<file path="src/rtl/fwd_hazard_ctrl_pkg.sv">
// Shared definitions for the forwarding/hazard controller: operand-select
// codes used by the per-operand match logic and the top level.
package fwd_hazard_ctrl_pkg;

    typedef logic [1:0] fwdSel_t;

    localparam fwdSel_t FWD_REG   = 2'b00;
    localparam fwdSel_t FWD_EXMEM = 2'b10;
    localparam fwdSel_t FWD_MEMWB = 2'b01;

endpackage

</file>
<file path="src/rtl/fwd_src_match.sv">
// Forward-select for one EX operand, derived from the EX/MEM and MEM/WB
// shadow tags. A load sitting in MEM never forwards from EX/MEM.
module fwd_src_match
    import fwd_hazard_ctrl_pkg::*;
#(
    parameter int REG_AW = 4
) (
    input  logic              exValid,
    input  logic              srcUsed,
    input  logic [REG_AW-1:0] src,
    input  logic              memValid,
    input  logic              memRegWrite,
    input  logic              memMemToReg,
    input  logic [REG_AW-1:0] memRd,
    input  logic              wbValid,
    input  logic              wbRegWrite,
    input  logic [REG_AW-1:0] wbRd,
    output fwdSel_t           sel
);

    localparam logic [REG_AW-1:0] REG_ZERO = {REG_AW{1'b0}};

    logic memHit_s;
    logic wbHit_s;

    assign memHit_s = memValid & memRegWrite & (memRd != REG_ZERO) & (memRd == src);
    assign wbHit_s  = wbValid & wbRegWrite & (wbRd != REG_ZERO) & (wbRd == src);

    // EX/MEM wins over MEM/WB when both stages write the source register
    always_comb begin
        sel = FWD_REG;
        if (!exValid || !srcUsed) begin
            sel = FWD_REG;
        end else if (memHit_s && !memMemToReg) begin
            sel = FWD_EXMEM;
        end else if (wbHit_s) begin
            sel = FWD_MEMWB;
        end else begin
            sel = FWD_REG;
        end
    end

endmodule

</file>
<file path="src/rtl/fwd_hazard_ctrl.sv">
// Forwarding and load-use hazard controller for the 5-stage pipeline; keeps
// shadow EX/MEM/WB tags advanced by the same stall, flush and freeze rules.
module fwd_hazard_ctrl
    import fwd_hazard_ctrl_pkg::*;
#(
    parameter int REG_AW    = 4,
    parameter int NUM_SRC   = 2,
    parameter int STORE_SRC = 1,
    parameter int CNT_W     = 16
) (
    input  logic                      clk,
    input  logic                      rst_n,
    input  logic                      id_valid,
    input  logic [NUM_SRC*REG_AW-1:0] id_src,
    input  logic [NUM_SRC-1:0]        id_src_used,
    input  logic [REG_AW-1:0]         id_rd,
    input  logic                      id_regwrite,
    input  logic                      id_memtoreg,
    input  logic                      id_memwrite,
    input  logic                      flush_id,
    input  logic                      mem_busy,
    output logic                      stall_id,
    output logic [NUM_SRC*2-1:0]      fwd_sel,
    output logic                      fwd_mem,
    output logic [CNT_W-1:0]          stall_cnt
);

    localparam logic [REG_AW-1:0] REG_ZERO = {REG_AW{1'b0}};
    localparam logic [CNT_W-1:0]  CNT_ONE  = {{(CNT_W-1){1'b0}}, 1'b1};
    localparam logic [CNT_W-1:0]  CNT_MAX  = {CNT_W{1'b1}};

    logic                      exV_r;
    logic [NUM_SRC*REG_AW-1:0] exSrc_r;
    logic [NUM_SRC-1:0]        exUsed_r;
    logic [REG_AW-1:0]         exRd_r;
    logic                      exRw_r;
    logic                      exM2r_r;
    logic                      exMw_r;

    logic                      memV_r;
    logic [REG_AW-1:0]         memRd_r;
    logic                      memRw_r;
    logic                      memM2r_r;
    logic                      memMw_r;
    logic [REG_AW-1:0]         memStSrc_r;

    logic                      wbV_r;
    logic [REG_AW-1:0]         wbRd_r;
    logic                      wbRw_r;
    logic                      wbM2r_r;

    logic [CNT_W-1:0]          stallCnt_r;
    logic [NUM_SRC-1:0]        srcHazard_s;
    logic                      loadUse_s;

    // Per-source load-use check; store data from a load is covered by fwd_mem
    always_comb begin
        srcHazard_s = {NUM_SRC{1'b0}};
        for (int i = 0; i < NUM_SRC; i++) begin
            srcHazard_s[i] = id_valid & id_src_used[i] & exV_r & exRw_r
                           & (exRd_r != REG_ZERO)
                           & (exRd_r == id_src[i*REG_AW +: REG_AW])
                           & ~(id_memwrite & (i == STORE_SRC));
        end
        loadUse_s = exM2r_r & (|srcHazard_s);
    end

    assign stall_id  = loadUse_s | mem_busy;
    assign stall_cnt = stallCnt_r;
    assign fwd_mem   = memV_r & memMw_r & wbV_r & wbRw_r & wbM2r_r
                     & (wbRd_r != REG_ZERO) & (wbRd_r == memStSrc_r);

    for (genvar g = 0; g < NUM_SRC; g++) begin : g_src
        fwd_src_match #(.REG_AW(REG_AW)) u_match (
            .exValid     (exV_r),
            .srcUsed     (exUsed_r[g]),
            .src         (exSrc_r[g*REG_AW +: REG_AW]),
            .memValid    (memV_r),
            .memRegWrite (memRw_r),
            .memMemToReg (memM2r_r),
            .memRd       (memRd_r),
            .wbValid     (wbV_r),
            .wbRegWrite  (wbRw_r),
            .wbRd        (wbRd_r),
            .sel         (fwd_sel[2*g +: 2])
        );
    end

    // Shadow pipeline tags: freeze on mem_busy, bubble into EX on load-use
    always_ff @(posedge clk or negedge rst_n) begin
        if (!rst_n) begin
            exV_r      <= 1'b0;
            exSrc_r    <= {(NUM_SRC*REG_AW){1'b0}};
            exUsed_r   <= {NUM_SRC{1'b0}};
            exRd_r     <= REG_ZERO;
            exRw_r     <= 1'b0;
            exM2r_r    <= 1'b0;
            exMw_r     <= 1'b0;
            memV_r     <= 1'b0;
            memRd_r    <= REG_ZERO;
            memRw_r    <= 1'b0;
            memM2r_r   <= 1'b0;
            memMw_r    <= 1'b0;
            memStSrc_r <= REG_ZERO;
            wbV_r      <= 1'b0;
            wbRd_r     <= REG_ZERO;
            wbRw_r     <= 1'b0;
            wbM2r_r    <= 1'b0;
        end else if (!mem_busy) begin
            memV_r     <= exV_r;
            memRd_r    <= exRd_r;
            memRw_r    <= exRw_r;
            memM2r_r   <= exM2r_r;
            memMw_r    <= exMw_r;
            memStSrc_r <= exSrc_r[STORE_SRC*REG_AW +: REG_AW];
            wbV_r      <= memV_r;
            wbRd_r     <= memRd_r;
            wbRw_r     <= memRw_r;
            wbM2r_r    <= memM2r_r;
            if (loadUse_s) begin
                exV_r <= 1'b0;
            end else begin
                exV_r    <= id_valid & ~flush_id;
                exSrc_r  <= id_src;
                exUsed_r <= id_src_used;
                exRd_r   <= id_rd;
                exRw_r   <= id_regwrite;
                exM2r_r  <= id_memtoreg;
                exMw_r   <= id_memwrite;
            end
        end
    end

    // Saturating count of cycles actually lost to load-use stalls
    always_ff @(posedge clk or negedge rst_n) begin
        if (!rst_n) begin
            stallCnt_r <= {CNT_W{1'b0}};
        end else if (loadUse_s && !mem_busy && (stallCnt_r != CNT_MAX)) begin
            stallCnt_r <= stallCnt_r + CNT_ONE;
        end
    end

endmodule

</file>
<file path="config.mk">
export PLATFORM = sky130hd
export DESIGN_NAME = fwd_hazard_ctrl
export DESIGN_NICKNAME = d
export VERILOG_FILES = /design/src/rtl/fwd_hazard_ctrl_pkg.sv /design/src/rtl/fwd_src_match.sv /design/src/rtl/fwd_hazard_ctrl.sv
export SDC_FILE = /design/constraint.sdc
export NUM_CORES = 1
export LEC_CHECK = 0
export CORE_MARGIN = 10
export CORE_UTILIZATION = 39
export CTS_CLUSTER_DIAMETER = 150
export CTS_CLUSTER_SIZE = 28
export DETAILED_ROUTE_END_ITERATION = 6
export PLACE_DENSITY = 0.73
export SLEW_MARGIN = 20
export SYNTH_ARGS = -nofsm -noshare
export SYNTH_HDL_FRONTEND = slang
export SYNTH_SLANG_ARGS = --single-unit
</file>
<file path="constraint.sdc">
create_clock -name clk -period 5.5 [get_ports clk]
set_clock_uncertainty 0.05 [all_clocks]
set_input_delay 1.65 -clock clk [delete_from_list [all_inputs] [get_ports clk]]
set_output_delay 1.65 -clock clk [all_outputs]
set_load 0.05 [all_outputs]
</file>
; Yosys cells after proc, flatten, opt, wreduce, memory -nomap -nowiden
; Cells that the tools add are included.
; W data, S select, Z words.
[op_classes]
n_reduce_logical = 16
eq_ne = 8
bitwise_logic = 32
add_sub_neg = 1
muxes = 7
[ops]
columns = cell, n
row1 = $eq A4 B4 Y1, 7
row2 = $and A1 B1 Y1, 27
row3 = $add A16 B1 Y16 const B, 1
row4 = $ne A16 B16 Y1 const B, 1
row5 = $reduce_bool A4 Y1, 3
row6 = $mux W2, 4
row7 = $logic_not A1 Y1, 5
row8 = $logic_and A1 B1 Y1, 4
row9 = $not A1 Y1, 4
row10 = $mux W1, 3
row11 = $logic_or A1 B1 Y1, 2
row12 = $reduce_and A2 Y1, 1
row13 = $reduce_or A2 Y1, 1
row14 = $or A1 B1 Y1, 1
[totals]
in_bits = 22
out_inout_bits = 22
reg_bits = 53
elab_cells = 82

; Logic depth before layout (Yosys ltp)
; Gate-level depths: netlist of run 1.
[logic_depth]
ltp_word = 10
mapped_depth = 7
depth_no_buf = 6

; Cells and area by module
; Synthesis of run 1 repeated with hierarchy kept, for this count alone.
[unflattened]
hier_cells = 226
area_unflattened_um2 = 2691.3
[by_module_without_submodules]
columns = module, seq_area_each_um2, area_each_um2, instances, cells_each
row1 = fwd_hazard_ctrl, 1326.3, 2396.0, 1, 186
row2 = fwd_src_match, 0.0, 147.6, 2, 20

; Least setup slack after synthesis of run 1
; OpenSTA, ideal clock, no wires.
[synth_timing]
path_kind = input to output
start = input port id_valid
end = output port stall_id
arrival_ps = 3002
n_path_buf = 2
required_time_ps = 3800
stages = 7
setup_slack_ps = 798
cell_sequence = nand4_1 > nor4_1 > a22oi_2 > nor2b_1 > buf_6 > buf_12 > inv_1
[synth_between]
elab_chain_len = 9
elab_cells_between_ends = 14
classes_between = 13 x bitwise / 1 x reduce/logical
[synth_rtl]
columns = element, line_no
row1 = start: declaration, fwd_hazard_ctrl.sv:13  ; input logic id_valid,
row2 = $and A1 B1 Y1 (3 in a row), fwd_hazard_ctrl.sv:60  ; srcHazard_s[i] = id_valid & id_src_used[i] & exV_r & exRw_r
row3 = $and A1 B1 Y1, fwd_hazard_ctrl.sv:61  ; & (exRd_r != REG_ZERO)
row4 = $and A1 B1 Y1, fwd_hazard_ctrl.sv:62  ; & (exRd_r == id_src[i*REG_AW +: REG_AW])
row5 = $and A1 B1 Y1, fwd_hazard_ctrl.sv:63  ; & ~(id_memwrite & (i == STORE_SRC));
row6 = $reduce_or A2 Y1 *, fwd_hazard_ctrl.sv:65  ; loadUse_s = exM2r_r & (|srcHazard_s);
row7 = $and A1 B1 Y1 *, fwd_hazard_ctrl.sv:65
row8 = $or A1 B1 Y1 *, fwd_hazard_ctrl.sv:68  ; assign stall_id = loadUse_s | mem_busy;
row9 = end: declaration, fwd_hazard_ctrl.sv:22  ; output logic stall_id,
; Mark *: on every way between the ends. The rest lies on a longest branch, timed or not.

; Final worst setup path of run 1
; Ends and elaborated chain as after synthesis.

==> load_flow_metrics.sql, run 1 <==
INSERT INTO impl_metrics (metric_group, metric, value, unit) VALUES
('status', 'status', 'completed', ''),
('grt', 'grt_pass1_vias', '1886', ''),
('timing', 'grt_setup_unrepaired', 'false', ''),
('grt', 'track_usage', '11.4', '%'),
('place', 'place.detailed.hpwl', '4.09', 'mm'),
('pwr', 'p_per_area', '257', 'nW/µm²'),
('detailed_routing', 'ant_nets', '0', ''),
('hold_path', 'worst_hold_path_type', 'reg2reg', ''),
('critical_path', 'rr_endpoint', 'stall_cnt[1]$_DFFE_PN0P_', ''),
('clock_network', 'clock_insertion_delay_worst_skew', '310', 'ps'),
('critical_path', 'crit_path_buf_inv_count', '3', ''),
('timing', 'pin_slew_with_the_least_headroom_to_its_limit', '654', 'ps'),
('floorplanning', 'effective_utilization_at_floorplan', '40.9', '%'),
('logic_synthesis', 'synth_warnings', '0', ''),
('critical_path', 'cp_arrival', '3300', 'ps'),
('detailed_routing', 'vias', '1785', ''),
('clock_network', 'htreeDepth', '2', ''),
('logic_synthesis', 'post-synth-top-area-fraction', '50.2', '%'),
('hold_path', 'hold-path-cell-count', '1', ''),
('run', 'cap_viol_max_count', '0', ''),
('layout', 'area_added_between_synthesis_and_finish', '22.7', '%'),
('critical_path', 'worst_setup_path_start_kind', 'input port', ''),
('timing', 'finalCritPeriodShare', '90.8', '%'),
('pwr', 'irDropWorstVdd', '184', 'µV'),
('critical_path', 'critical_path_class', 'in2out', ''),
('critical_path', 'critPathSlowestCell', 'clkdlybuf4s50_1', ''),
('logic_synthesis', 'ys_seq_elements', '53', ''),
('logic_synthesis', 'synth_fp_nets', '235', ''),
('logic_synthesis', 'postSynthCellCount', '212', ''),
('grt', 'grt_first_pass_wirelength', '9.54', 'mm'),
('floorplanning', 'chipWidth', '102', 'µm'),
('critical_path', 'cpLargestDelayFamily', 'simple AND/OR/NAND/NOR gates', ''),
('floorplanning', 'die-area', '10500', 'µm²'),
('detailed_routing', 'initialDrtViolationCount', '120', ''),
('clock_network', 'numCtsBuffers', '5', ''),
('critical_path', 'r2r-start', 'exV_r$_DFFE_PN0N_', ''),
('timing', 'fmaxAchievable', '0.200', 'GHz'),
('detailed_routing', 'drc_errors', '0', ''),
('grt', 'initial_antenna_violation_count', '0', ''),
('clock_network', 'post_cts_resize_count', '0', ''),
('critical_path', 'timing.reg2reg.setup_slack', '3230', 'ps'),
('detailed_routing', 'viasPerCell', '5.30', ''),
('grt', 'gr-total-overflow', '0', ''),
('layout', 'post-route-util', '50.2', '%'),
('place', 'gpl.final_weighted_congestion', '0.878', ''),
('clock_network', 'clk_path_buf_depth', '2', ''),
('layout', 'insertedDiodeCount', '0', ''),
('clock_network', 'clock_tree_from_tritoncts', 'done', ''),
('timing', 'tns', '0', 'ps'),
('logic_synthesis', 'netlist_area', '2640', 'µm²'),
('critical_path', 'critical-path-max-stage-delay', '480', 'ps'),
('hold_path', 'timing.hold.worst_endpoint', 'stall_cnt[9]$_DFFE_PN0P_', ''),
('detailed_routing', 'drt_first_pass_iters', '4', ''),
('logic_synthesis', 'ys_seq_area_share', '50.2', '%'),
('logic_synthesis', 'synth_edf_count', '0', ''),
('layout', 'finalNetCount', '282', ''),
('floorplanning', 'pin_count', '44', ''),
('timing', 'setup_viol_count_final', '0', ''),
('logic_synthesis', 'postSynthAreaPerCell', '12.5', 'µm²'),
('clock_network', 'cts_hold_repair.buffers', '0', ''),
('layout', 'layout_cell_share_with_drive_strength_beyond_1', '21.5', '%'),
('clock_network', 'clkSinkCount', '53', ''),
('timing', 'hold_violations', '0', ''),
('logic_synthesis', 'synth_largest_area_cell', 'dfrtp_1', ''),
('critical_path', 'worst_ep_required_time', '3800', 'ps'),
('pwr', 'leakage', '1.37', 'nW'),
('layout', 'fillers', '585', ''),
('clock_network', 'clkTransAtPathRegs', '90', 'ps'),
('critical_path', 'critPathCaptureType', 'output port', ''),
('logic_synthesis', 'distinct_cell_type_count_after_synthesis', '33', ''),
('clock_network', 'clockRootBuffer', 'clkbuf_8', '');
## cell type report
| class | instances | area (µm²) | area share [%] |
|---|---|---|---|
| well taps | 77 | 96.3 | 2.97 |
| inverters | 3 | 11.3 | 0.347 |
| flip-flops and latches | 53 | 1330 | 40.9 |
| multi-input cells | 148 | 1250 | 38.6 |
| clock inverters | 2 | 13.8 | 0.425 |
| clock buffers | 6 | 82.6 | 2.55 |
| repair buffers | 48 | 460 | 14.2 |
## cells by family (layout without fill, tap and decap cells)
group	count (synthesis)	after routing	share of synthesized area (%)
multiplexers	37	37	17.0
buffers and inverters	11	59	2.56
AND/OR/NAND/NOR	63	63	14.2
adder cells (fa/ha/maj)	1	1	0.473
flip-flops	53	53	50.2
XOR/XNOR	43	43	14.3
AO/OA/AOI/OAI	4	4	1.33
## power by group
part / total [W] / switching (W) / internal [W]
clock network: 0.000230 / 0.000128 / 0.000102
registers: 0.000472 / 0.0000461 / 0.000426
logic: 0.000133 / 0.0000507 / 0.0000825
total: 0.000835 / 0.000224 / 0.000610
## placed cells by master (no fill, tap or decap), types with 2 or more instances in the layout
| master | instances |
|---|---|
| mux2_4 | 9 |
| nand2_1 | 6 |
| nor3_1 | 11 |
| dfrtp_1 | 53 |
| mux2_2 | 28 |
| or4_1 | 6 |
| xnor2_1 | 17 |
| clkdlybuf4s50_1 | 41 |
| inv_1 | 3 |
| nand2b_1 | 2 |
| nand3_1 | 7 |
| nand4_1 | 7 |
| xor2_1 | 26 |
| buf_4 | 6 |
| nor4_1 | 11 |
| clkbuf_8 | 6 |
| nor2_1 | 4 |
## cells in the mapped netlist, drive strengths merged, types with 3 or more instances
master / instances
nand3: 7
xor2: 26
dfrtp: 53
nand4: 7
xnor2: 17
mux2: 37
nand2: 6
nor4: 12
nor3: 11
or4: 6
inv: 3
nor2: 4
buf: 6
## state kept, by name, indices dropped and copies added (netlist names), 2 cells and up
signal and cells:
exRd_r 4, exSrc_r 8, exUsed_r 2, memRd_r 4
memStSrc_r 4, stall_cnt 16, wbRd_r 4
## stage by stage
stage               total power [W]  instances  hold slack, ps  setup slack, ps  area (µm²)
detailed placement         0.000614        329             435              560        3150
floorplan                  0.000564        212             428              798        2640
global placement           0.000610        329             433              573        3150
finish                     0.000835        337             452              505        3240
CTS                        0.000842        337             451              499        3240
global route               0.000875        337             477              389        3240
## worst reg2reg max path: stages, from the launching register on
cell	delay [ps]
dfrtp_1	460
nand4_1	190
nor4_1	420
a22oi_2	170
buf_4	220
nor3_1	300
mux2_2	370
## worst max-delay path by stage
stage,slack [ps],start,endpoint,cells after the start
floorplan,800,id_valid,stall_id,7
global placement,570,id_valid,stall_id,7
detailed placement,560,id_valid,stall_id,7
CTS,500,id_valid,stall_id,7
global route,390,id_valid,stall_id,7
finish,500,id_valid,stall_id,7
## per-layer routing
metal	vias up	track usage, %	share of wire (%)
met3	7	2.63	3.9
li1	855	-	-
met5	-	0	0
met2	36	17.6	47
met1	887	15.4	48
met4	0	3.90	1.3
(Power assumes the default switching activity.)
==> run 2, diff against run 1 <==
Settings changed: CORE_MARGIN 10 to 2.
==> run 2 against run 1 <==
Flip-flop and latch count is the same. Core utilization grew 0.37 points. Worst setup slack gained 22 ps. Power grew 4.8%. Count of clock-buffer cells in the layout is the same. Design area grew 0.73%. First-iteration DRC count shrank 33%. Register-to-register slack is essentially flat. Sequential share of layout area shrank 0.30 points. Critical path type unchanged. Non-clock buffer count is the same. Sequential power is essentially flat. Combinational power is essentially flat. Critical endpoint unchanged.
==> load_flow_metrics.sql, run 2 (synthesis results as in run 1) <==
INSERT INTO impl_metrics (metric_group, metric, value, unit) VALUES
('clock_network', 'clkSinkCount', '53', ''),
('timing', 'fin_hold_ws', '448', 'ps'),
('critical_path', 'critical_path_cell_count', '7', ''),
('critical_path', 'critical_path_class', 'in2out', ''),
('critical_path', 'worst_ep_required_time', '3800', 'ps'),
('grt', 'largest_net_degree_at_the_start_of_global_routing', '54', ''),
('grt', 'grt_first_pass_wirelength', '9.09', 'mm'),
('critical_path', 'timing.reg2reg.setup_slack', '3230', 'ps'),
('layout', 'area_taken_by_flip_flops_and_latches', '1330', 'µm²'),
('layout', 'layout_common_cells', 'dfrtp_1 (53), clkdlybuf4s50_1 (41), mux2_2 (28)', ''),
('critical_path', 'worst_setup_path_start_kind', 'input port', ''),
('critical_path', 'critPathSlowestCell', 'clkdlybuf4s50_1', ''),
('clock_network', 'postCtsSetupRepairBufs', '0', ''),
('critical_path', 'cp_arrival', '3270', 'ps'),
('timing', 'hold_violations', '0', ''),
('detailed_routing', 'drt_first_pass_iters', '5', ''),
('clock_network', 'clockRootBuffer', 'clkbuf_8', ''),
('layout', 'multiInputGateArea', '1250', 'µm²'),
('run', 'cap_viol_max_count', '0', ''),
('timing', 'pin_slew_with_the_least_headroom_to_its_limit', '640', 'ps'),
('critical_path', 'critical-path-max-stage-delay', '480', 'ps'),
('timing', 'fmaxAchievable', '0.201', 'GHz'),
('hold_path', 'min_from', 'stall_cnt[9]$_DFFE_PN0P_', ''),
('detailed_routing', 'wl', '5.30', 'mm'),
('critical_path', 'reg2regPathDepth', '6', ''),
('timing', 'finalCritPeriodShare', '90.4', '%'),
('floorplanning', 'die-area', '7450', 'µm²'),
('floorplanning', 'core', '6460', 'µm²'),
('hold_path', 'worst_hold_path_type', 'reg2reg', ''),
('grt', 'initial_antenna_violation_count', '0', ''),
('critical_path', 'critPathCaptureType', 'output port', ''),
('layout', 'final_common_cell', 'dfrtp_1', ''),
('timing', 'finalMaxSlewViolations', '0', ''),
('detailed_routing', 'wl_per_cell', '15.7', 'µm'),
('layout', 'largest_reg_flops', '16', ''),
('critical_path', 'worstPathCellList', 'clkdlybuf4s50_1 -> nand4_1 -> nor4_1 -> a22oi_2 -> nor2b_2 -> inv_1 -> buf_4', ''),
('critical_path', 'rr_endpoint', 'stall_cnt[1]$_DFFE_PN0P_', ''),
('timing', 'clock_period_minus_worst_slack', '4970', 'ps'),
('critical_path', 'crit_fanout', '2', ''),
('clock_network', 'clock_tree_from_tritoncts', 'done', ''),
('hold_path', 'hold-path-cell-count', '1', ''),
('clock_network', 'clk_path_buf_depth', '2', ''),
('grt', 'gr-total-overflow', '0', ''),
('floorplanning', 'placement_rows', '29', ''),
('clock_network', 'clock_insertion_delay_worst_skew', '300', 'ps'),
('timing', 'grt_setup_unrepaired', 'false', ''),
('clock_network', 'numCtsBuffers', '5', ''),
('critical_path', 'crit_path_buf_inv_count', '3', ''),
('clock_network', 'cts_hold_repair.buffers', '0', ''),
('clock_network', 'clkTransAtPathRegs', '90', 'ps'),
('detailed_routing', 'viasPerCell', '5.36', ''),
('layout', 'layout_cell_share_with_drive_strength_beyond_1', '21.5', '%'),
('pwr', 'irDropWorstVdd', '234', 'µV'),
('pwr', 'p_per_area', '268', 'nW/µm²'),
('place', 'place.detailed.hpwl', '3.81', 'mm'),
('layout', 'insertedDiodeCount', '0', ''),
('layout', 'finalNetCount', '282', ''),
('layout', 'area_added_between_synthesis_and_finish', '23.6', '%'),
('clock_network', 'htreeDepth', '2', ''),
('floorplanning', 'pin_count', '44', ''),
('detailed_routing', 'initialDrtViolationCount', '80', ''),
('grt', 'grt_pass1_vias', '1841', ''),
('detailed_routing', 'drc_errors', '0', ''),
('timing', 'tns', '0', 'ps'),
('layout', 'fillers', '599', ''),
('critical_path', 'r2r-start', 'exV_r$_DFFE_PN0N_', ''),
('clock_network', 'post_cts_resize_count', '0', ''),
('place', 'placement.io_buffers', '43', ''),
('status', 'status', 'completed', ''),
('hold_path', 'timing.hold.worst_endpoint', 'stall_cnt[9]$_DFFE_PN0P_', ''),
('floorplanning', 'chipWidth', '86.3', 'µm'),
('place', 'gpl.final_weighted_congestion', '0.819', ''),
('critical_path', 'cpLargestDelayFamily', 'simple AND/OR/NAND/NOR gates', ''),
('detailed_routing', 'ant_nets', '0', ''),
('timing', 'worst_slew_slack_as_a_fraction_of_its_limit', '57.3', '%'),
('timing', 'setup_viol_count_final', '0', ''),
('pwr', 'leakage', '1.38', 'nW'),
('floorplanning', 'fp.dieH', '86.3', 'µm'),
('floorplanning', 'effective_utilization_at_floorplan', '40.9', '%'),
('grt', 'track_usage', '15.6', '%'),
('detailed_routing', 'vias', '1806', '');
==> run 2: cell count changes in the layout (fill, tap and decap cells not counted), sizes merged <==
cell      change
bufinv        +1
clkinv        -2
clkinvlp      +1
==> run 2: stage by stage <==
stage	util (%)	std cells	instance area (µm²)	power, W	setup WS [ps]
detailed placement	48.7	329	3150	0.000615	523
global placement	48.7	329	3150	0.000610	556
global route	50.6	337	3270	0.000921	399
finish	50.6	337	3270	0.000875	527
CTS	50.6	337	3270	0.000888	526
floorplan	-	212	2640	0.000564	798
==> run 2: area by class of cell <==
cell class | instances | share of cell area (%)
Sequential cell | 53 | 40.6
Tap cell | 77 | 2.95
Timing Repair Buffer | 48 | 14.1
Clock inverter | 2 | 1.15
Multi-Input combinational cell | 148 | 38.3
Clock buffer | 6 | 2.53
Inverter | 3 | 0.345
==> run 2: power by group <==
group	internal, W	switching (W)	leakage (nW)	total (W)
clock network	0.000148	0.000122	0.0574	0.000270
registers	0.000426	0.0000474	0.656	0.000473
logic	0.0000824	0.0000495	0.664	0.000132
total	0.000656	0.000219	1.38	0.000875
==> run 2: worst max path at each step <==
stage	end	start	slack, ps
final	stall_id	id_valid	530
after global routing	stall_id	id_valid	400
after CTS	stall_id	id_valid	530
after detailed placement	stall_id	id_valid	520
after global placement	stall_id	id_valid	560
after floorplan	stall_id	id_valid	800
==> run 2: routing by layer <==
layer	GRT usage [%]	vias up	share of wire [%]
met5	0	-	0
met4	5.26	0	1.9
met3	3.62	9	4.4
met2	23.9	43	47
met1	22.0	897	47
li1	-	857	-
==> run 2: worst reg2reg max path: stages (launching register included) <==
cell,delay (ps)
dfrtp_1,460
nand4_1,220
nor4_1,370
a22oi_2,160
buf_4,220
nor3_1,300
mux2_2,370
==> run 3, diff against run 2 <==
Settings changed: ABC_AREA from default to 1, CORE_UTILIZATION 39 to 25, PLACE_DENSITY 0.73 to 0.54, SLEW_MARGIN 20 to default.
==> run 3 against run 2 <==
Sequential share of layout area fell by 4.3 points. Worst setup slack improved by 310 ps. Flip-flop and latch count did not move. Hold slack got worse by 22 ps. Count of clock-buffer cells in the layout rose by 1. Global-route usage fell by 3.6 points. Combinational power barely moved. Power rose by 8.6%. First-iteration DRC count rose by 94%. Synthesized area rose by 9.8%. Critical endpoint unchanged.
==> load_flow_metrics.sql, run 3 <==
INSERT INTO impl_metrics (metric_group, metric, value, unit) VALUES
('timing', 'worst_slew_slack_as_a_fraction_of_its_limit', '52.8', '%'),
('clock_network', 'clkSinkCount', '53', ''),
('timing', 'hold_violations', '0', ''),
('logic_synthesis', 'post_synth_most_frequent_cells', 'nand2_1 (116), dfrtp_1 (53), inv_1 (46), o21ai_0 (31), nor2_1 (25)', ''),
('timing', 'finalMaxSlewViolations', '0', ''),
('logic_synthesis', 'netlist_area', '2900', 'µm²'),
('timing', 'setup_viol_count_final', '0', ''),
('logic_synthesis', 'ys_seq_area_share', '45.7', '%'),
('critical_path', 'critPathCaptureType', 'output port', ''),
('floorplanning', 'core', '11400', 'µm²'),
('layout', 'layout_common_cells', 'nand2_1 (116), dfrtp_1 (53), inv_1 (46)', ''),
('layout', 'finalNetCount', '450', ''),
('grt', 'largest_net_degree_at_the_start_of_global_routing', '54', ''),
('timing', 'finalCritPeriodShare', '84.8', '%'),
('grt', 'track_usage', '12.1', '%'),
('timing', 'grt_setup_unrepaired', 'false', ''),
('critical_path', 'critical_path.startpoint', 'id_valid', ''),
('detailed_routing', 'drc_errors', '0', ''),
('grt', 'gr-total-overflow', '0', ''),
('critical_path', 'reg2regPathDepth', '11', ''),
('detailed_routing', 'drt_first_pass_iters', '4', ''),
('clock_network', 'numCtsBuffers', '5', ''),
('logic_synthesis', 'distinct_cell_type_count_after_synthesis', '31', ''),
('logic_synthesis', 'asyncSetResetFlopFracSynth', '100', '%'),
('critical_path', 'r2r-start', 'stall_cnt[0]$_DFFE_PN0P_', ''),
('status', 'status', 'completed', ''),
('clock_network', 'post_cts_resize_count', '0', ''),
('layout', 'final_common_cell', 'nand2_1', ''),
('detailed_routing', 'wl_per_cell', '12.4', 'µm'),
('logic_synthesis', 'postSynthAreaPerCell', '7.56', 'µm²'),
('place', 'place.detailed.hpwl', '5.35', 'mm'),
('pwr', 'irDropWorstVdd', '108', 'µV'),
('clock_network', 'clock_tree_from_tritoncts', 'done', ''),
('logic_synthesis', 'synth-main-ff-cell', 'dfrtp_1', ''),
('layout', 'largest_reg_flops', '16', ''),
('layout', 'insertedDiodeCount', '0', ''),
('logic_synthesis', 'synth_warnings', '0', ''),
('critical_path', 'worst_ep_required_time', '3800', 'ps'),
('timing', 'post-route-worst-setup-slack', '836', 'ps'),
('floorplanning', 'pin_count', '44', ''),
('timing', 'clock_period_minus_worst_slack', '4660', 'ps'),
('layout', 'area_taken_by_flip_flops_and_latches', '1330', 'µm²'),
('grt', 'grt_first_pass_wirelength', '12.2', 'mm'),
('pwr', 'leakage', '1.67', 'nW'),
('layout', 'fillers', '1233', ''),
('floorplanning', 'die-area', '12500', 'µm²'),
('critical_path', 'critical_path_class', 'in2out', ''),
('detailed_routing', 'vias', '2528', ''),
('place', 'detailedPlace.worstSlack', '828', 'ps'),
('hold_path', 'worst_hold_path_type', 'reg2reg', ''),
('logic_synthesis', 'synth_fp_nets', '407', ''),
('hold_path', 'min_from', 'exUsed_r[0]$_DFFE_PN0P_', ''),
('timing', 'pin_slew_with_the_least_headroom_to_its_limit', '708', 'ps'),
('logic_synthesis', 'post-synth-top-area-fraction', '45.7', '%'),
('timing', 'fin_hold_ws', '425', 'ps'),
('pwr', 'p_per_area', '260', 'nW/µm²'),
('clock_network', 'postCtsSetupRepairBufs', '0', ''),
('critical_path', 'timing.reg2reg.setup_slack', '3480', 'ps'),
('logic_synthesis', 'synth_largest_area_cell', 'dfrtp_1', ''),
('grt', 'initial_antenna_violation_count', '0', ''),
('logic_synthesis', 'synth.most_common_cell', 'nand2_1', ''),
('detailed_routing', 'wl', '7.11', 'mm'),
('clock_network', 'clk_path_buf_depth', '2', ''),
('place', 'placement.io_buffers', '43', ''),
('clock_network', 'cts_hold_repair.buffers', '0', ''),
('layout', 'area_added_between_synthesis_and_finish', '25.9', '%'),
('critical_path', 'worst_setup_path_start_kind', 'input port', ''),
('logic_synthesis', 'synth_edf_count', '0', ''),
('clock_network', 'clkTransAtPathRegs', '70', 'ps'),
('run', 'cap_viol_max_count', '0', ''),
('logic_synthesis', 'postSynthCellCount', '384', ''),
('floorplanning', 'chipWidth', '112', 'µm'),
('floorplanning', 'fp.dieH', '112', 'µm'),
('layout', 'multiInputGateArea', '1330', 'µm²'),
('clock_network', 'htreeDepth', '2', ''),
('critical_path', 'crit_fanout', '5', ''),
('timing', 'tns', '0', 'ps'),
('detailed_routing', 'ant_nets', '0', ''),
('critical_path', 'rr_endpoint', 'stall_cnt[12]$_DFFE_PN0P_', ''),
('clock_network', 'clockRootBuffer', 'clkbuf_16', ''),
('grt', 'grt_pass1_vias', '2487', ''),
('detailed_routing', 'viasPerCell', '4.43', ''),
('detailed_routing', 'initialDrtViolationCount', '155', ''),
('floorplanning', 'placement_rows', '39', ''),
('timing', 'fmaxAchievable', '0.214', 'GHz'),
('layout', 'layout_cell_share_with_drive_strength_beyond_1', '8.18', '%'),
('critical_path', 'cp_arrival', '2960', 'ps'),
('logic_synthesis', 'netlist_top_cells_area', 'dfrtp_1 (46%), nand2_1 (15%), inv_1 (5.9%)', ''),
('critical_path', 'crit_path_end', 'stall_id', ''),
('logic_synthesis', 'ys_seq_elements', '53', ''),
('place', 'gpl.final_weighted_congestion', '0.810', ''),
('floorplanning', 'effective_utilization_at_floorplan', '25.5', '%'),
('clock_network', 'clock_insertion_delay_worst_skew', '290', 'ps');
-- run 3: changes by cell type after synthesis, sizes merged, moves of 20 or more --
cell,delta
nor2,+27
o21ai,+33
nand2,+116
inv,+48
mux2,-37
xor2,-20
-- run 3: cells by family after synthesis --
logic type	Yosys count	synth area share, %
buffers and inverters	61	8.62
AO/OA/AOI/OAI	55	10.2
adder cells (fa/ha/maj)	1	0.431
flip-flops	53	45.7
XOR/XNOR	10	3.02
AND/OR/NAND/NOR	204	32.0
-- run 3: power breakdown --
group / total (W) / leakage (nW) / internal, W / switching (W)
clock: 0.000372 / 0.0841 / 0.000228 / 0.000144
sequential: 0.000449 / 0.660 / 0.000419 / 0.0000301
combinational: 0.000129 / 0.930 / 0.0000524 / 0.0000767
total: 0.000950 / 1.67 / 0.000699 / 0.000251
-- run 3: worst max-delay path, cell delays in order --
cell	delay, ps
clkdlybuf4s50_1	570
nand3_1	110
nor2_1	120
nand3_1	90
nand2_2	120
nand2_4	70
nand2_4	90
buf_12	140
-- run 3: how the worst min path moves through the flow --
| stage | endpoint | slack [ps] | depth (start not counted) |
|---|---|---|---|
| final | exUsed_r[0]$_DFFE_PN0P_ | 430 | 2 |
| after global routing | wbRw_r$_DFFE_PN0N_ | 450 | 2 |
| after CTS | exUsed_r[0]$_DFFE_PN0P_ | 430 | 2 |
| after detailed placement | exUsed_r[0]$_DFFE_PN0P_ | 410 | 2 |
| after global placement | exUsed_r[0]$_DFFE_PN0P_ | 410 | 2 |
| after floorplan | exUsed_r[0]$_DFFE_PN0P_ | 390 | 2 |
-- run 3: metal layers --
layer  GRT usage, %  vias up  routed length, µm
met2           19.0       40               3210
met4           3.70        0                 68
met1           16.8     1162               3630
li1               -     1322                  -
met3           2.45        4                196
met5              0        -                  0
-- run 3: cell type report --
class / instances / area share (%)
sequential: 53 / 36.3
multi-input combinational: 270 / 36.3
timing repair buffer: 46 / 12.5
inverter: 51 / 5.24
tap: 143 / 4.90
clock buffer: 7 / 3.90
clock inverter: 1 / 0.822
-- run 3: stage by stage --
step                cell area (µm²)  util (%)  total power (W)  cells
detailed placement             3480      30.6         0.000587    563
floorplan                      2900         -         0.000532    384
finish                         3650      32.1         0.000950    571
CTS                            3650      32.1         0.000962    571
global placement               3480      30.6         0.000585    563
global route                   3650      32.1          0.00100    571
